<file path="config.mk">
export PLATFORM = sky130hd
export DESIGN_NAME = if_fetch_stage
export DESIGN_NICKNAME = d
export VERILOG_FILES = /design/src/rtl/asip_pkg.sv /design/src/rtl/mux2.sv /design/src/rtl/pc_register.sv /design/src/rtl/if_fetch_stage.sv
export SDC_FILE = /design/constraint.sdc
export NUM_CORES = 1
export LEC_CHECK = 0
export ABC_AREA = 1
export CORE_MARGIN = 10
export CORE_UTILIZATION = 26
export DETAILED_ROUTE_END_ITERATION = 8
export HOLD_SLACK_MARGIN = 0.06
export SYNTH_ARGS = -nofsm -noshare
export SYNTH_HDL_FRONTEND = slang
export SYNTH_SLANG_ARGS = --single-unit
</file>
<file path="constraint.sdc">
create_clock -name clk -period 2.3 [get_ports clk]
set_clock_uncertainty 0.15 [all_clocks]
set_input_delay 0.46 -clock clk [delete_from_list [all_inputs] [get_ports clk]]
set_output_delay 0.46 -clock clk [all_outputs]
set_load 0.03 [all_outputs]
</file>
<file path="src/rtl/asip_pkg.sv">
// Shared ASIP datapath constants and the next-PC select encoding.
package asip_pkg;

   localparam int XLEN        = 32;
   localparam int INSTR_BYTES = 4;
   localparam logic [XLEN-1:0] RESET_VECTOR = '0;

   typedef enum logic {
      PC_SEL_SEQ = 1'b0,
      PC_SEL_JMP = 1'b1
   } pc_sel_t;

endpackage

</file>
<file path="src/rtl/mux2.sv">
// Generic 2:1 mux: o_y = i_sel ? i_b : i_a.
module mux2 #(
   parameter int WIDTH = 32
) (
   input  logic             i_sel,
   input  logic [WIDTH-1:0] i_a,
   input  logic [WIDTH-1:0] i_b,
   output logic [WIDTH-1:0] o_y
);

   assign o_y = i_sel ? i_b : i_a;

endmodule

</file>
<file path="src/rtl/pc_register.sv">
// WIDTH-bit register with asynchronous active-low reset to RESET_PC.
module pc_register #(
   parameter int               WIDTH    = 32,
   parameter logic [WIDTH-1:0] RESET_PC = '0
) (
   input  logic             i_clk,
   input  logic             i_rst_n,
   input  logic [WIDTH-1:0] i_d,
   output logic [WIDTH-1:0] o_q
);

   logic [WIDTH-1:0] r_q;

   always_ff @(posedge i_clk or negedge i_rst_n) begin
      if (!i_rst_n) r_q <= RESET_PC;
      else          r_q <= i_d;
   end

   assign o_q = r_q;

endmodule

</file>
<file path="src/rtl/if_fetch_stage.sv">
// Instruction-fetch stage: owns the PC, advancing by one word or loading a jump target.
module if_fetch_stage
   import asip_pkg::*;
#(
   parameter int               WIDTH    = XLEN,
   parameter logic [WIDTH-1:0] RESET_PC = WIDTH'(RESET_VECTOR),
   parameter int               PC_INC   = INSTR_BYTES
) (
   input  logic             clk,
   input  logic             reset,
   input  logic [WIDTH-1:0] jmp_pc,
   input  logic             pc_selector,
   output logic [WIDTH-1:0] pc
);

   pc_sel_t          w_sel;
   logic [WIDTH-1:0] w_pc_seq;
   logic [WIDTH-1:0] w_pc_next;

   assign w_sel = pc_sel_t'(pc_selector);

   // Unsigned, wraps modulo 2^WIDTH with no overflow indication.
   assign w_pc_seq = pc + WIDTH'(PC_INC);

   mux2 #(.WIDTH(WIDTH)) u_next_pc_mux (
      .i_sel (w_sel == PC_SEL_JMP),
      .i_a   (w_pc_seq),
      .i_b   (jmp_pc),
      .o_y   (w_pc_next)
   );

   pc_register #(.WIDTH(WIDTH), .RESET_PC(RESET_PC)) u_pc_reg (
      .i_clk   (clk),
      .i_rst_n (reset),
      .i_d     (w_pc_next),
      .o_q     (pc)
   );

endmodule

</file>
Yosys cells after proc, flatten, opt, wreduce, memory -nomap -nowiden
Cells that the tools add are included.

storage, ports and cells
  register bits = 32
  latch bits = 0
  bits in writable memories = 0
  memory bits (read-only) = 0
  input port bits = 35
  memories kept = 0

operators by class
  $add $sub $neg = 1
  multiply operators = 0
  div/mod/pow operators = 0
  order comparisons = 0
  equal/unequal tests = 0
  shifts and indexed selects = 0
  muxes and demuxes = 1
  bitwise logic cells = 0
  reductions and logical operators = 0

operators by type and width
  cell                                                             count
  32-bit by 3-bit adder with 32-bit output, second input constant  1
  32-bit 2-to-1 mux                                                1

Longest topological paths before layout
  depth after elaboration = 2
  gate-level depth with buffers = 9

Hierarchy
A second synthesis with hierarchy kept.

unflattened totals
  cell total of the unflattened synthesis = 311
  area, all modules = 2187.1 um^2

modules (own cells, without submodules)
  module          instances  cells an instance  area an instance (um^2)
  if_fetch_stage  1          175                894.6
  pc_register     1          32                 800.8
  mux2            1          104                491.7

Worst setup path after synthesis
No wires, ideal clock.

  kind = reg-to-reg
  start = register u_pc_reg.r_q[2] (netlist: u_pc_reg.o_q[2])
  end = register u_pc_reg.r_q[24] (netlist: u_pc_reg.o_q[24])
  arrival = 1.462 ns
  data required time = 2.032 ns
  path slack = 0.570 ns
  stages on the path, launching flop included = 9
  clock period less this slack = 1.730 ns
  cell sequence = dfrtp_1 > ha_1 > nand2_1 > nor2_4 > nand2_1 > nor2_2 > nand3_1 > nand3_1 > nand2_1

on the way
  longest elaborated chain between the ends = 2

RTL lines
  item                                      line                  text
  from (decl)                               pc_register.sv:12     logic [WIDTH-1:0] r_q;
  from (signal assigned)                    pc_register.sv:16     else r_q <= i_d;
  32-bit by 3-bit adder with 32-bit output  if_fetch_stage.sv:23  assign w_pc_seq = pc + WIDTH'(PC_INC);
  32-bit 2-to-1 mux                         mux2.sv:11            assign o_y = i_sel ? i_b : i_a;
  net u_next_pc_mux.o_y[24]                 mux2.sv:8             output logic [WIDTH-1:0] o_y

The timed path passes the listed nets, and every way through them passes these cells.

Worst setup path in the final report
  start = register u_pc_reg.r_q[10] (netlist: u_pc_reg.o_q[10])
  end = output pc[10]

RTL lines
  item       line                  text
  to (decl)  if_fetch_stage.sv:13  output logic [WIDTH-1:0] pc

No word-level cell between the ends.

==> results.md <==
* Root buffer cell: clkbuf_8
* Synth area leaders: dfrtp_1 39%, nand2_1 25%, nand3_1 7.4%, nor2_1 5.9%, nor2_4 4.4%
* Relative slew slack at between 70 and 80%
* Power per cell area at 551 nW/um2
* Mean post-synth cell area at 6.72 um2
* Slowest CP cell: clkdlybuf4s50_1
* Starting Density at 26.5%
* First-pass DRT Iterations at 4
* Setup violations, final at 0
* Fin. max-slew vios at 0
* Max Cap Viol at 0
* Final period utilization at 89.7%
* IO buf count at 66
* VDD IR max at 0.223 mV
* CP cell instances: clkdlybuf4s50_1
* Routed vias at 2,066
* Unrepaired setup endpoints after global routing: false
* Primary FF master, synth: dfrtp_1
* Fin cells at 477
* # diodes at 0
* EDFF count, synth at 0
* Nets at 410
* Final Hold Fails at 0
* Top Ports at 67
* Die Height at 108 um
* Clk pin slew, worst setup/hold paths at 0.07 ns
* YS warnings at 0
* Vias in the first global route at 2,124
* Total gr overflow at 0
* Cells after DPL at 469
* Count leader, synth: nand2_1
* PostCTS Resize Cnt at 0
* Die X at ~110 um
* Setup TNS Final at 0 ns
* Static leakage at 1.30 nW
* Yosys top cell area share at 39.3%
* Hpwl dp at 4860 um
* Antenna-violating nets left at 0
* Register area at 801 um2
* Max FFs per register at 32
* Layout cells sized above 1 at 8.80%
* Filler cells at 847
* CP bufs+invs at 1
* Arr. time, crit path at 1.45 ns
* Ys async rst share at between 90% and 100%
* Cell count after synthesis at slightly above 300
* DR DRC count at 0
* GRT Total Usage at 11.0%
* Outcome: finished, final reports clean
* Worst path max stage delay at between 0.7 and 0.8 ns
* Multi-input gate area at between 1000 and 1500 um2
* GP Congestion at 0.856
* Leading area contributor after synthesis: dfrtp_1
* CP startpoint kind: flop
* Yosys reg bits at 32
* CTS tree: done
* Critical path fanouts, max at 5
* Worst Tran Pin Value at 0.431 ns
* Worst path required time at 1.69 ns
* Depth of the CTS H-tree at 2
* Syn_nets at 339
* Clock Latency Late Sink at ~0.3 ns
* Placement Rows at 32
* CTS max path bufs at 2
* Global-route wire length before repair at 10,400 um
* CP endpoint kind: output port
* Crit path kind: flop to output port
* Routed wire length at between 6000 and 7000 um
* Syn-to-layout area delta at 42.8%
* Die Area at 11,800 um2
* WL/cell at ~13 um
* Delay-heaviest family, CP: buffers and inverters
* Fmax at 485 MHz
* Largest net degree at the start of global routing at 33
* Netlist cell types at 24
* DRT iter0 DRCs at 85
* Total clock buffers created by CTS at 5
* Commonest cells in the netlist: 134 x nand2_1, 32 x dfrtp_1, 32 x nor2_1
* CTS sink cnt at 32
* Total setup buffers inserted after CTS at 0
* Core Box Area at 7690 um2
* Hold Path Class: flop to flop
* # hold bufs at CTS at 0
* Initial antenna violation count at 0
* Final min period at 2.06 ns
* Synth Cell Area at 2040 um2
* Vias per cell at 4.33
* Sequential area share after synthesis at 39.3%
==> layer usage <==
metal | part of all wire [%] | track usage, %
met1 | 46 | 13.8
met2 | 46 | 17.2
met3 | 7.1 | 3.99
met4 | 1.7 | 3.86
met5 | 0 | 0
==> layout by cell type, fill, tap and decap left out, types with 4 or more instances in the layout <==
cell / count
nand2_1: 134
clkdlybuf4s50_1: 66
nor2_1: 32
dfrtp_1: 32
nand3_1: 30
inv_1: 23
o21ai_0: 10
nor2_4: 8
nor2_2: 7
clkbuf_8: 6
buf_4: 4
==> cell type report <==
| cell class | instances | share of cell area, % |
|---|---|---|
| Inverter | 23 | 2.97 |
| Clock buffer | 8 | 3.10 |
| Timing Repair Buffer | 70 | 23.8 |
| Sequential cell | 32 | 27.6 |
| Multi-Input combinational cell | 242 | 38.2 |
| Tap cell | 102 | 4.39 |
==> through the flow <==
| step | power (mW) | instance area (um2) | setup slack (ns) | utilization, % | hold WS, ns |
|---|---|---|---|---|---|
| after global placement | 1.15 | 2820 | 0.564 | 36.6 | 0.303 |
| after CTS | 1.63 | 2910 | 0.230 | 37.8 | 0.333 |
| after floorplan | 0.926 | 2040 | 0.570 | - | 0.0144 |
| after global routing | 1.69 | 2910 | 0.192 | 37.8 | 0.354 |
| final | 1.60 | 2910 | 0.238 | 37.8 | 0.332 |
| after detailed placement | 1.16 | 2820 | 0.537 | 36.6 | 0.312 |
==> power by group <==
group / total (mW) / switching, mW / internal, mW
registers: 0.683 / 0.0669 / 0.616
clock network: 0.460 / 0.216 / 0.244
logic: 0.457 / 0.258 / 0.199
total: 1.60 / 0.541 / 1.06
==> kinds of logic (layout without fill, tap and decap cells) <==
group                    after synthesis  in the layout  share of synthesized area [%]
AO/OA/AOI/OAI                         15             15                           3.87
AND/OR/NAND/NOR                      223            223                           48.8
adder cells (fa/ha/maj)                1              1                          0.615
flip-flops                            32             32                           39.3
buffers and inverters                 29            101                           6.08
XOR/XNOR                               3              3                           1.29
==> path summary, 6_finish.rpt <==
check,depth (start not counted),slack [ns],endpoint,startpoint
hold reg to reg,2,0.33,u_pc_reg.o_q[0],u_pc_reg.o_q[0]
setup reg to reg,8,0.59,u_pc_reg.o_q[24],u_pc_reg.o_q[2]
hold / removal,2,0.33,u_pc_reg.o_q[0],u_pc_reg.o_q[0]
setup / recovery,1,0.24,pc[10],u_pc_reg.o_q[10]
min in group asynchronous,2,0.43,u_pc_reg.o_q[17],reset
max in group asynchronous,2,1.26,u_pc_reg.o_q[4],reset
No activity file was read; power rests on OpenSTA's default activity.
